<file path="config.mk">
export PLATFORM = sky130hd
export DESIGN_NAME = interpolation_control_param
export DESIGN_NICKNAME = d
export VERILOG_FILES = /design/src/rtl/fme_pkg.sv /design/src/rtl/fme_phase_counter.sv /design/src/rtl/interpolation_control_param.sv
export SDC_FILE = /design/constraint.sdc
export NUM_CORES = 1
export LEC_CHECK = 0
export ABC_CLOCK_PERIOD_IN_PS = 2550
export CORE_UTILIZATION = 46
export CTS_CLUSTER_DIAMETER = 40
export DETAILED_ROUTE_END_ITERATION = 8
export GPL_ROUTABILITY_DRIVEN = 0
export HOLD_SLACK_MARGIN = 0.12
export PLACE_DENSITY = 0.75
export SLEW_MARGIN = 20
export SYNTH_ARGS = -nofsm -noshare
export SYNTH_HDL_FRONTEND = slang
export SYNTH_HIERARCHICAL = 1
export SYNTH_SLANG_ARGS = --single-unit
</file>
<file path="constraint.sdc">
create_clock -name clock -period 2.55 [get_ports clock]
set_clock_uncertainty 0.05 [all_clocks]
set_input_delay 0.255 -clock clock [delete_from_list [all_inputs] [get_ports clock]]
set_output_delay 0.255 -clock clock [all_outputs]
set_load 0.02 [all_outputs]
</file>
<file path="src/rtl/fme_pkg.sv">
// Shared definitions for the fractional-motion-estimation interpolation controller:
// state encoding, default phase lengths and control-vector layout.
package fme_pkg;

  typedef enum logic [2:0] {
    S_IDLE,
    S_BEGIN,
    S_PH,
    S_PVPO_SETUP,
    S_PVPO,
    S_PVSO_SETUP,
    S_PVSO,
    S_BEGIN_PVSO
  } fme_state_e;

  localparam int unsigned PH_CYCLES_DEF   = 16;
  localparam int unsigned PVPO_CYCLES_DEF = 6;
  localparam int unsigned PVSO_CYCLES_DEF = 26;

  localparam int unsigned CTL_W        = 9;
  localparam int unsigned CTL_REG_INT  = 8;
  localparam int unsigned CTL_SR_INT   = 7;
  localparam int unsigned CTL_SR_H     = 6;
  localparam int unsigned CTL_READ_INT = 5;
  localparam int unsigned CTL_READ_H   = 4;
  localparam int unsigned CTL_C0       = 3;
  localparam int unsigned CTL_C1       = 2;
  localparam int unsigned CTL_CLIP     = 1;
  localparam int unsigned CTL_CP       = 0;

  // Bits that a stall forces low; the mux selects keep their state values.
  localparam logic [CTL_W-1:0] CTL_ENABLE_MASK = 9'b111110010;

  function automatic logic [CTL_W-1:0] ctl_for_state(fme_state_e s);
    logic [CTL_W-1:0] v;
    case (s)
      S_BEGIN:      v = 9'b100000000;
      S_PH:         v = 9'b111000010;
      S_PVPO_SETUP: v = 9'b111100010;
      S_PVPO:       v = 9'b000100110;
      S_PVSO_SETUP: v = 9'b000110110;
      S_PVSO:       v = 9'b000011111;
      S_BEGIN_PVSO: v = 9'b100011111;
      default:      v = '0;
    endcase
    return v;
  endfunction

  function automatic int unsigned cnt_width(int unsigned max_cycles);
    return (max_cycles > 1) ? $clog2(max_cycles) : 1;
  endfunction

endpackage

</file>
<file path="src/rtl/fme_phase_counter.sv">
// Per-phase cycle counter: synchronous clear, count enable and a terminal-count flag
// raised when the count equals the phase's last cycle index.
module fme_phase_counter #(
  parameter int unsigned CNT_W = 5
) (
  input  logic             clock,
  input  logic             reset,
  input  logic             clear,
  input  logic             enable,
  input  logic [CNT_W-1:0] last,
  output logic [CNT_W-1:0] count,
  output logic             tc
);

  always_ff @(posedge clock or negedge reset) begin
    if (!reset) begin
      count <= '0;
    end else if (clear) begin
      count <= '0;
    end else if (enable) begin
      count <= count + CNT_W'(1);
    end
  end

  assign tc = (count == last);

endmodule

</file>
<file path="src/rtl/interpolation_control_param.sv">
// Sequencer for half-pel / quarter-pel interpolation: walks each block through
// horizontal, primary-vertical and optional secondary-vertical phases.
module interpolation_control_param
  import fme_pkg::*;
#(
  parameter int unsigned PH_CYCLES   = PH_CYCLES_DEF,
  parameter int unsigned PVPO_CYCLES = PVPO_CYCLES_DEF,
  parameter int unsigned PVSO_CYCLES = PVSO_CYCLES_DEF,
  parameter int unsigned BLK_W       = 8
) (
  input  logic             clock,
  input  logic             reset,
  input  logic             start,
  input  logic [BLK_W-1:0] blk_count,
  input  logic             qp_en,
  input  logic             stall,
  output logic             enable_reg_int,
  output logic             enable_SR_integer,
  output logic             enable_SR_horizontal,
  output logic             enable_read_integer,
  output logic             enable_read_horizontal,
  output logic             mux_c0,
  output logic             mux_c1,
  output logic             enable_clip,
  output logic             clip_pvso,
  output logic             busy,
  output logic             done
);

  localparam int unsigned MAX_A   = (PH_CYCLES > PVPO_CYCLES) ? PH_CYCLES : PVPO_CYCLES;
  localparam int unsigned MAX_CYC = (MAX_A > PVSO_CYCLES) ? MAX_A : PVSO_CYCLES;
  localparam int unsigned CNT_W   = cnt_width(MAX_CYC);

  localparam logic [CNT_W-1:0] PH_LAST   = CNT_W'(PH_CYCLES - 1);
  localparam logic [CNT_W-1:0] PVPO_LAST = CNT_W'(PVPO_CYCLES - 1);
  localparam logic [CNT_W-1:0] PVSO_LAST = CNT_W'(PVSO_CYCLES - 1);

  fme_state_e       state_q, state_d;
  logic [BLK_W-1:0] remaining_q;
  logic             qp_q;
  logic             done_q;

  logic             load, blk_dec, run_end;
  logic             cnt_clear, cnt_en, cnt_tc;
  logic [CNT_W-1:0] cnt_last, cnt_val;
  logic             counting, more_blocks;
  logic [CTL_W-1:0] ctl;

  assign more_blocks = (remaining_q > BLK_W'(1));

  always_comb begin
    counting = 1'b0;
    cnt_last = '0;
    case (state_q)
      S_PH:    begin counting = 1'b1; cnt_last = PH_LAST;   end
      S_PVPO:  begin counting = 1'b1; cnt_last = PVPO_LAST; end
      S_PVSO:  begin counting = 1'b1; cnt_last = PVSO_LAST; end
      default: ;
    endcase
  end

  always_comb begin
    state_d = state_q;
    load    = 1'b0;
    blk_dec = 1'b0;
    run_end = 1'b0;
    if (!stall) begin
      case (state_q)
        S_IDLE: begin
          if (start && (blk_count != '0)) begin
            load    = 1'b1;
            state_d = S_BEGIN;
          end
        end
        S_BEGIN, S_BEGIN_PVSO: state_d = S_PH;
        S_PH:         if (cnt_tc) state_d = S_PVPO_SETUP;
        S_PVPO_SETUP: state_d = S_PVPO;
        S_PVPO: begin
          if (cnt_tc) begin
            if (qp_q) begin
              state_d = S_PVSO_SETUP;
            end else if (more_blocks) begin
              state_d = S_BEGIN;
              blk_dec = 1'b1;
            end else begin
              state_d = S_IDLE;
              run_end = 1'b1;
            end
          end
        end
        S_PVSO_SETUP: state_d = S_PVSO;
        S_PVSO: begin
          if (cnt_tc) begin
            if (more_blocks) begin
              state_d = S_BEGIN_PVSO;
              blk_dec = 1'b1;
            end else begin
              state_d = S_IDLE;
              run_end = 1'b1;
            end
          end
        end
        default: state_d = S_IDLE;
      endcase
    end
  end

  // Clearing on every state change gives each phase a fresh count from zero.
  assign cnt_clear = !stall && (state_d != state_q);
  assign cnt_en    = !stall && counting;

  fme_phase_counter #(
    .CNT_W (CNT_W)
  ) u_phase_counter (
    .clock  (clock),
    .reset  (reset),
    .clear  (cnt_clear),
    .enable (cnt_en),
    .last   (cnt_last),
    .count  (cnt_val),
    .tc     (cnt_tc)
  );

  always_ff @(posedge clock or negedge reset) begin
    if (!reset) begin
      state_q     <= S_IDLE;
      remaining_q <= '0;
      qp_q        <= 1'b0;
      done_q      <= 1'b0;
    end else begin
      state_q <= state_d;
      done_q  <= run_end;
      if (load) begin
        remaining_q <= blk_count;
        qp_q        <= qp_en;
      end else if (blk_dec) begin
        remaining_q <= remaining_q - BLK_W'(1);
      end else if (run_end) begin
        remaining_q <= '0;
      end
    end
  end

  always_comb begin
    ctl = ctl_for_state(state_q);
    if (stall) ctl = ctl & ~CTL_ENABLE_MASK;
  end

  assign enable_reg_int         = ctl[CTL_REG_INT];
  assign enable_SR_integer      = ctl[CTL_SR_INT];
  assign enable_SR_horizontal   = ctl[CTL_SR_H];
  assign enable_read_integer    = ctl[CTL_READ_INT];
  assign enable_read_horizontal = ctl[CTL_READ_H];
  assign mux_c0                 = ctl[CTL_C0];
  assign mux_c1                 = ctl[CTL_C1];
  assign enable_clip            = ctl[CTL_CLIP];
  assign clip_pvso              = ctl[CTL_CP];
  assign busy                   = (state_q != S_IDLE);
  assign done                   = done_q;

endmodule

</file>
==> results of run 1 <==
## worst max-delay path, delay by kind of cell, from the launching register on
family	cells	cell delay, ns
xor gates and xnor gates	1	0.10
DFF	1	0.42
and+or+nand+nor	4	0.82
buffers and inverters	1	0.16
AOI/OAI and AO/OA	3	0.83
## report_power, final
group,switching [uW],internal [uW]
Clock,89.8,87.1
Combinational,577,559
Sequential,139,391
## logic make-up (layout without fill, tap and decap cells)
family,Yosys count,count (layout),synth area share
simple gates,64,64,0.281
fa+ha+maj,3,3,0.0305
xor+xnor,11,11,0.0783
mux,2,2,0.0173
compound gates,27,27,0.172
buf+inv,16,49,0.0549
flops,18,18,0.366
## synthesized netlist by cell type, types with 4 or more instances
| master | instances |
|---|---|
| sky130_fd_sc_hd__inv_1 | 8 |
| sky130_fd_sc_hd__xor2_1 | 5 |
| sky130_fd_sc_hd__nand2_1 | 10 |
| sky130_fd_sc_hd__a221o_1 | 5 |
| sky130_fd_sc_hd__a21oi_1 | 6 |
| sky130_fd_sc_hd__clkbuf_1 | 6 |
| sky130_fd_sc_hd__nand4_1 | 4 |
| sky130_fd_sc_hd__xnor2_1 | 6 |
| sky130_fd_sc_hd__nor2_1 | 15 |
| sky130_fd_sc_hd__dfrtp_1 | 18 |
| sky130_fd_sc_hd__nor2b_1 | 4 |
| sky130_fd_sc_hd__nor3_1 | 10 |
## cell type report
| type | instances | share of cell area |
|---|---|---|
| Multi-Input combinational cell | 107 | 0.461 |
| Tap cell | 30 | 0.0227 |
| Sequential cell | 18 | 0.273 |
| Clock buffer | 4 | 0.0220 |
| Inverter | 8 | 0.0182 |
| Timing Repair Buffer | 37 | 0.203 |
## per-stage QoR
| step | total power (uW) | hold slack, ns |
|---|---|---|
| finish | 1840 | 0.374 |
| global route | 1980 | 0.427 |
| CTS | 1730 | 0.389 |
| detailed placement | 1530 | 0.479 |
| global placement | 1500 | 0.483 |
| floorplan | 1190 | -0.0906 |
## cell usage in the layout (no fill, tap or decap), types with 2 or more instances in the layout
master	n
sky130_fd_sc_hd__inv_1	8
sky130_fd_sc_hd__clkdlybuf4s50_1	23
sky130_fd_sc_hd__nand2_1	9
sky130_fd_sc_hd__nand3_1	2
sky130_fd_sc_hd__buf_4	14
sky130_fd_sc_hd__nor2_1	15
sky130_fd_sc_hd__nand4_1	4
sky130_fd_sc_hd__nor3_1	9
sky130_fd_sc_hd__clkbuf_4	3
sky130_fd_sc_hd__and2_1	3
sky130_fd_sc_hd__and3_1	2
sky130_fd_sc_hd__ha_1	3
sky130_fd_sc_hd__a21oi_2	2
sky130_fd_sc_hd__nand2b_1	2
sky130_fd_sc_hd__nor4_1	3
sky130_fd_sc_hd__dfrtp_1	18
sky130_fd_sc_hd__a21oi_1	4
sky130_fd_sc_hd__a32oi_1	2
sky130_fd_sc_hd__o21ai_0	2
sky130_fd_sc_hd__a211o_1	3
sky130_fd_sc_hd__nor3b_1	2
sky130_fd_sc_hd__a221o_1	5
sky130_fd_sc_hd__nor2b_1	3
sky130_fd_sc_hd__xnor2_1	6
sky130_fd_sc_hd__xor2_1	4
## sequential cells by signal, indices dropped and copies added (netlist names)
register / flops
remaining_q: 8
u_phase_counter/count: 5
state_q: 3
done: 1
qp_q: 1
## worst paths after layout
check,startpoint,endpoint,slack (ns)
min,reset,remaining_q[3],0.37
max in group asynchronous,reset,remaining_q[2],1.57
max,state_q[1],remaining_q[7],0.06
max reg2reg,state_q[1],remaining_q[7],0.06
min in group clock,qp_en,qp_q,0.52
min reg2reg,remaining_q[1],remaining_q[1],0.53
## repair_timing
| action | CTS | global route |
|---|---|---|
| pin swaps | 0 | 7 |
| endpoints found under the setup margin | 11 | 11 |
| endpoints found under the hold margin | 0 | 0 |
| buffers inserted | 0 | 4 |
| gates resized for setup | 1 | 10 |
## per-layer routing
| metal | wire, um | vias up |
|---|---|---|
| met5 | 0 | - |
| met4 | 18 | 0 |
| met3 | 131 | 4 |
| met2 | 1560 | 34 |
| met1 | 1420 | 569 |
| li1 | - | 580 |
==> run_results.csv, run 1 <==
group,metric,value,unit
clock_tree,clk_root_buffer_cell,"sky130_fd_sc_hd__clkbuf_4",
layout,drive_above_1_share,0.184,
routing,post_drt_wl_per_cell,15.3,um
timing,hold_violations,0,
clock_tree,clockBufferDepth,2,
logic_synthesis,postSynth.asyncResetShare,1.00,
critical_path,criticalPathCategory,"register to register",
logic_synthesis,synth.yosys.seq_area_share,0.366,
worst_hold_path,hold_class,"primary input to async pin",
placement,place_inst,196,
global_routing,number_of_global_route_vias_before_repair,1092,
global_routing,globalRoute.totalOverflow,0,
global_routing,grt_usage,0.230,
timing,post-route-period-util,0.975,
power,power_per_cell_area,1120,mW/mm^2
clock_tree,tritoncts,"yes",
clock_tree,cts_max_level,1,
global_routing,largest_net_degree_at_the_start_of_global_routing,19,
power,leakage,0.000706,uW
die,floorplan.io_pins,24,
timing,setup_violations,0,
layout,area.growth.synth_to_final,34.3,%
timing,finalMaxSlewViolations,0,
flow_run,drv_cap,0,
global_routing,met1_usage,0.289,
critical_path,timing.critical_path.slowest_stage_cell,"sky130_fd_sc_hd__dfrtp_1",
logic_synthesis,synth.top_cells.by_area,"sky130_fd_sc_hd__dfrtp_1, sky130_fd_sc_hd__nor2_1, sky130_fd_sc_hd__xnor2_1, sky130_fd_sc_hd__a221o_1, sky130_fd_sc_hd__nor3_1",
logic_synthesis,synth_top_area_cell,"sky130_fd_sc_hd__dfrtp_1",
die,die_width,53.7,um
global_routing,antenna_found_initial,0,
status,status,"complete, no violations",
clock_tree,tritoncts_num_sinks,18,
timing,timing_worst_slew_pin_value,0.827,ns
logic_synthesis,synth_enable_flop_cells,0,
power,vdd.ir_drop.worst,0.733,mV
critical_path,worst-endpoint-required,2.69,ns
global_routing,grt_first_pass_wirelength,4800,um
critical_path,worst-path-max-fanout,5,
layout,register_area,450,um^2
timing,max_clock_freq,0.402,GHz
clock_tree,cts-buffers-inserted,3,
routing,route.vias.total,1187,
routing,drt_first_pass_iters,4,
placement,place_worst_setup_slack,-0.0428,ns
routing,vias_per_cell,5.82,
clock_tree,ctsHoldBuffers,0,
placement,post_dp_cell_area,0.00154,mm^2
critical_path,critPathCaptureType,"register",
logic_synthesis,yosys_warnings,6,
timing,postLayoutSetupSlackWorst,0.0633,ns
routing,drc_errors,0,
die,initial_utilization,0.492,
logic_synthesis,avgSynthCellArea,8.72,um^2
layout,nNetsFinal,191,
layout,final_cell_area,0.00165,mm^2
logic_synthesis,syn-cell-area,0.00123,mm^2
layout,utilization,0.661,
timing,unrepaired_setup_endpoints_after_global_routing,"yes",
layout,num-fill-cells,204,
die,die-height,53.7,um
critical_path,critical_path_cell_by_cell,"buf_4, nand2b_4, a21oi_2, xor2_2, nor3_4, and4bb_2, nand3_2, o311a_1, a211o_1",
logic_synthesis,number_of_instances_in_the_synthesized_netlist,141,
placement,io_port_bufs,23,
critical_path,max_stage_delay,0.42,ns
critical_path,critPathLaunchType,"register",
clock_tree,clk_pin_slew,0.10,ns
logic_synthesis,synth.distinct_cells,39,
logic_synthesis,netlist.area_leader.share,0.366,
logic_synthesis,synth_seq_cells,18,
routing,detail-route-antenna-nets,0,
die,placementRows,18,
timing,slew_headroom,0.447,
logic_synthesis,synthesis.nets,157,
critical_path,cp_data_arrival_time,2.63,ns
layout,finalNonFillerCells,204,
die,coreArea,0.00250,mm^2
layout,antennaDiodeCount,0,
timing,setup_total_negative_slack,0,ns
critical_path,worst-r2r-cell-count,9,
routing,drt-initial-drc-count,60,
routing,totalWireLength,3130,um
global_routing,grt.busiest_layer,"met2",
logic_synthesis,prevailing_post_synth_register_cell,"sky130_fd_sc_hd__dfrtp_1",
layout,multi_input_comb_area,762,um^2
global_routing,grt_use_met3,0.0678,
timing,final_period_minus_worst_setup_slack,2.49,ns
clock_tree,clock_insertion_delay_worst_skew,0.30,ns
placement,dp_hpwl,2200,um
global_routing,groute.layer.met2.usage,0.381,
die,fp.dieArea,0.00288,mm^2
No activity file was read; power rests on OpenSTA's default activity.
==> inputs of run 2 (changes only) <==
--- a/config.mk
+++ b/config.mk
@@ -12,6 +12,7 @@
 export GPL_ROUTABILITY_DRIVEN = 0
 export HOLD_SLACK_MARGIN = 0.12
 export PLACE_DENSITY = 0.75
+export SKIP_LAST_GASP = 1
 export SLEW_MARGIN = 20
 export SYNTH_ARGS = -nofsm -noshare
 export SYNTH_HDL_FRONTEND = slang
==> run 2 against run 1 <==
Against the previous run: cell count stayed put; clock power hardly changed; die area stayed put; cell area is 0.45% lower; routed wire length is 3.9% lower; combinational power hardly changed; first-iteration DRC count is 22% lower; sequential cell count stayed put.
==> run_results.csv, run 2 (synthesized netlist as in run 1, its figures left out) <==
group,metric,value,unit
routing,totalWireLength,3010,um
layout,largest_register_ffs,8,
layout,layout.cells.most_common,"sky130_fd_sc_hd__clkdlybuf4s50_1",
routing,drc_errors,0,
clock_tree,tritoncts,"yes",
power,leakage,0.000706,uW
die,fp.dieArea,0.00288,mm^2
placement,dp_hpwl,2200,um
global_routing,largest_net_degree_at_the_start_of_global_routing,19,
layout,antennaDiodeCount,0,
timing,final_period_minus_worst_setup_slack,2.45,ns
layout,drive_above_1_share,0.178,
power,vdd.ir_drop.worst,0.728,mV
routing,post_drt_wl_per_cell,14.7,um
layout,registers.top_by_ff_count,"remaining_q",
worst_hold_path,hold_class,"primary input to async pin",
critical_path,r2r_end,"remaining_q[7]",
clock_tree,clock_insertion_delay_worst_skew,0.30,ns
layout,biggestRegsByFlops,"remaining_q: 8 flops, u_phase_counter/count: 5 flops, state_q: 3 flops",
global_routing,grt_usage,0.230,
global_routing,antenna_found_initial,0,
clock_tree,cts_max_level,1,
clock_tree,clk_root_buffer_cell,"sky130_fd_sc_hd__clkbuf_4",
routing,route.vias.total,1171,
global_routing,grt_first_pass_wirelength,4800,um
timing,hold_violations,0,
critical_path,timing.critical_path.slowest_stage_cell,"sky130_fd_sc_hd__dfrtp_1",
die,floorplan.io_pins,24,
timing,timing_worst_slew_pin_value,0.814,ns
die,initial_utilization,0.492,
critical_path,cp_data_arrival_time,2.60,ns
power,report.power.total,1820,uW
status,status,"complete, no violations",
die,placementRows,18,
layout,commonest_non_fill_non_tap_cells_in_the_layout,"sky130_fd_sc_hd__clkdlybuf4s50_1, sky130_fd_sc_hd__dfrtp_1, sky130_fd_sc_hd__nor2_1",
timing,finalMaxSlewViolations,0,
routing,drt-initial-drc-count,47,
critical_path,critPathLaunchType,"register",
layout,register_area,450,um^2
die,die_width,53.7,um
layout,nNetsFinal,191,
critical_path,critical_path_cell_by_cell,"nor2b_2, and2_1, xnor2_1, nand3_1, nor3_4, and4bb_2, nand3_2, o311a_1, a211o_1",
layout,area.growth.synth_to_final,33.7,%
flow_run,drv_cap,0,
critical_path,max_stage_delay,0.42,ns
die,coreArea,0.00250,mm^2
timing,setup_violations,0,
critical_path,critPathCaptureType,"register",
critical_path,worst-endpoint-required,2.69,ns
timing,unrepaired_setup_endpoints_after_global_routing,"yes",
die,die-height,53.7,um
clock_tree,clockBufferDepth,2,
layout,num-fill-cells,206,
critical_path,criticalPathCategory,"register to register",
global_routing,globalRoute.totalOverflow,0,
clock_tree,ctsHoldBuffers,0,
critical_path,worst-path-max-fanout,5,
power,power_per_cell_area,1110,mW/mm^2
critical_path,worst-r2r-cell-count,9,
routing,vias_per_cell,5.74,
critical_path,reg2reg_from,"state_q[1]",
clock_tree,clk_pin_slew,0.10,ns
placement,io_port_bufs,23,
timing,max_clock_freq,0.408,GHz
critical_path,rrSetupSlack,0.1,ns
routing,drt_first_pass_iters,4,
clock_tree,cts-buffers-inserted,3,
timing,slew_headroom,0.455,
routing,detail-route-antenna-nets,0,
layout,multi_input_comb_area,754,um^2
timing,setup_total_negative_slack,0,ns
timing,post-route-period-util,0.962,
clock_tree,tritoncts_num_sinks,18,
global_routing,number_of_global_route_vias_before_repair,1092,
[run 2: cell counts in the layout (fill, tap and decap cells not counted)]
No cell type changed its count.
[run 2: per-stage QoR]
step / hold slack, ns / cells / cell area (um^2) / utilization / setup WS (ns)
4_1_cts: 0.389 / 200 / 1580 / 0.631 / 0.0305
6_report: 0.368 / 204 / 1640 / 0.658 / 0.0975
2_1_floorplan: -0.0906 / 141 / 1230 / - / 0.0970
5_1_grt: 0.430 / 204 / 1640 / 0.658 / -0.0224
3_5_place_dp: 0.479 / 196 / 1540 / 0.614 / -0.0428
3_3_place_gp: 0.483 / 196 / 1540 / 0.614 / 0.0933
[run 2: layer usage]
metal  vias to the layer above  global-route usage  part of all wire
li1                        577                   -                 -
met1                       548               0.289              0.43
met2                        42               0.381              0.51
met3                         4              0.0678             0.058
met4                         0              0.0570            0.0060
met5                         -                   0                 0
[run 2: what timing repair did]
| item | CTS | global route |
|---|---|---|
| pin swaps | 0 | 7 |
| setup buffers | 0 | 4 |
| resized for setup | 1 | 9 |
| endpoints found under the setup margin | 11 | 11 |
[run 2: how the worst max path moves through the flow]
| stage | startpoint | endpoint | depth (start not counted) |
|---|---|---|---|
| global route | state_q[1] | remaining_q[7] | 9 |
| floorplan | state_q[2] | remaining_q[7] | 10 |
| detailed placement | state_q[1] | remaining_q[7] | 9 |
| global placement | state_q[1] | remaining_q[7] | 9 |
| finish | state_q[1] | remaining_q[7] | 9 |
| CTS | state_q[1] | remaining_q[7] | 9 |
[run 2: layout make-up]
class,instances,area share
Timing Repair Buffer,37,0.204
Clock buffer,4,0.0221
Tap cell,30,0.0228
Multi-Input combinational cell,107,0.459
Sequential cell,18,0.274
Inverter,8,0.0183
[run 2: power by group]
part	switching [uW]	internal, uW	total [uW]	leakage, uW
clock	88.4	87.1	176	0.0000210
combinational	567	555	1120	0.000455
sequential	134	391	525	0.000230
total	789	1030	1820	0.000706
[run 2: worst max-delay path, delay by kind of cell (launching register included)]
kind / cells / cell delay, ns
compound gates: 2 / 0.64
simple gates: 6 / 1.10
xor+xnor: 1 / 0.15
flops: 1 / 0.42
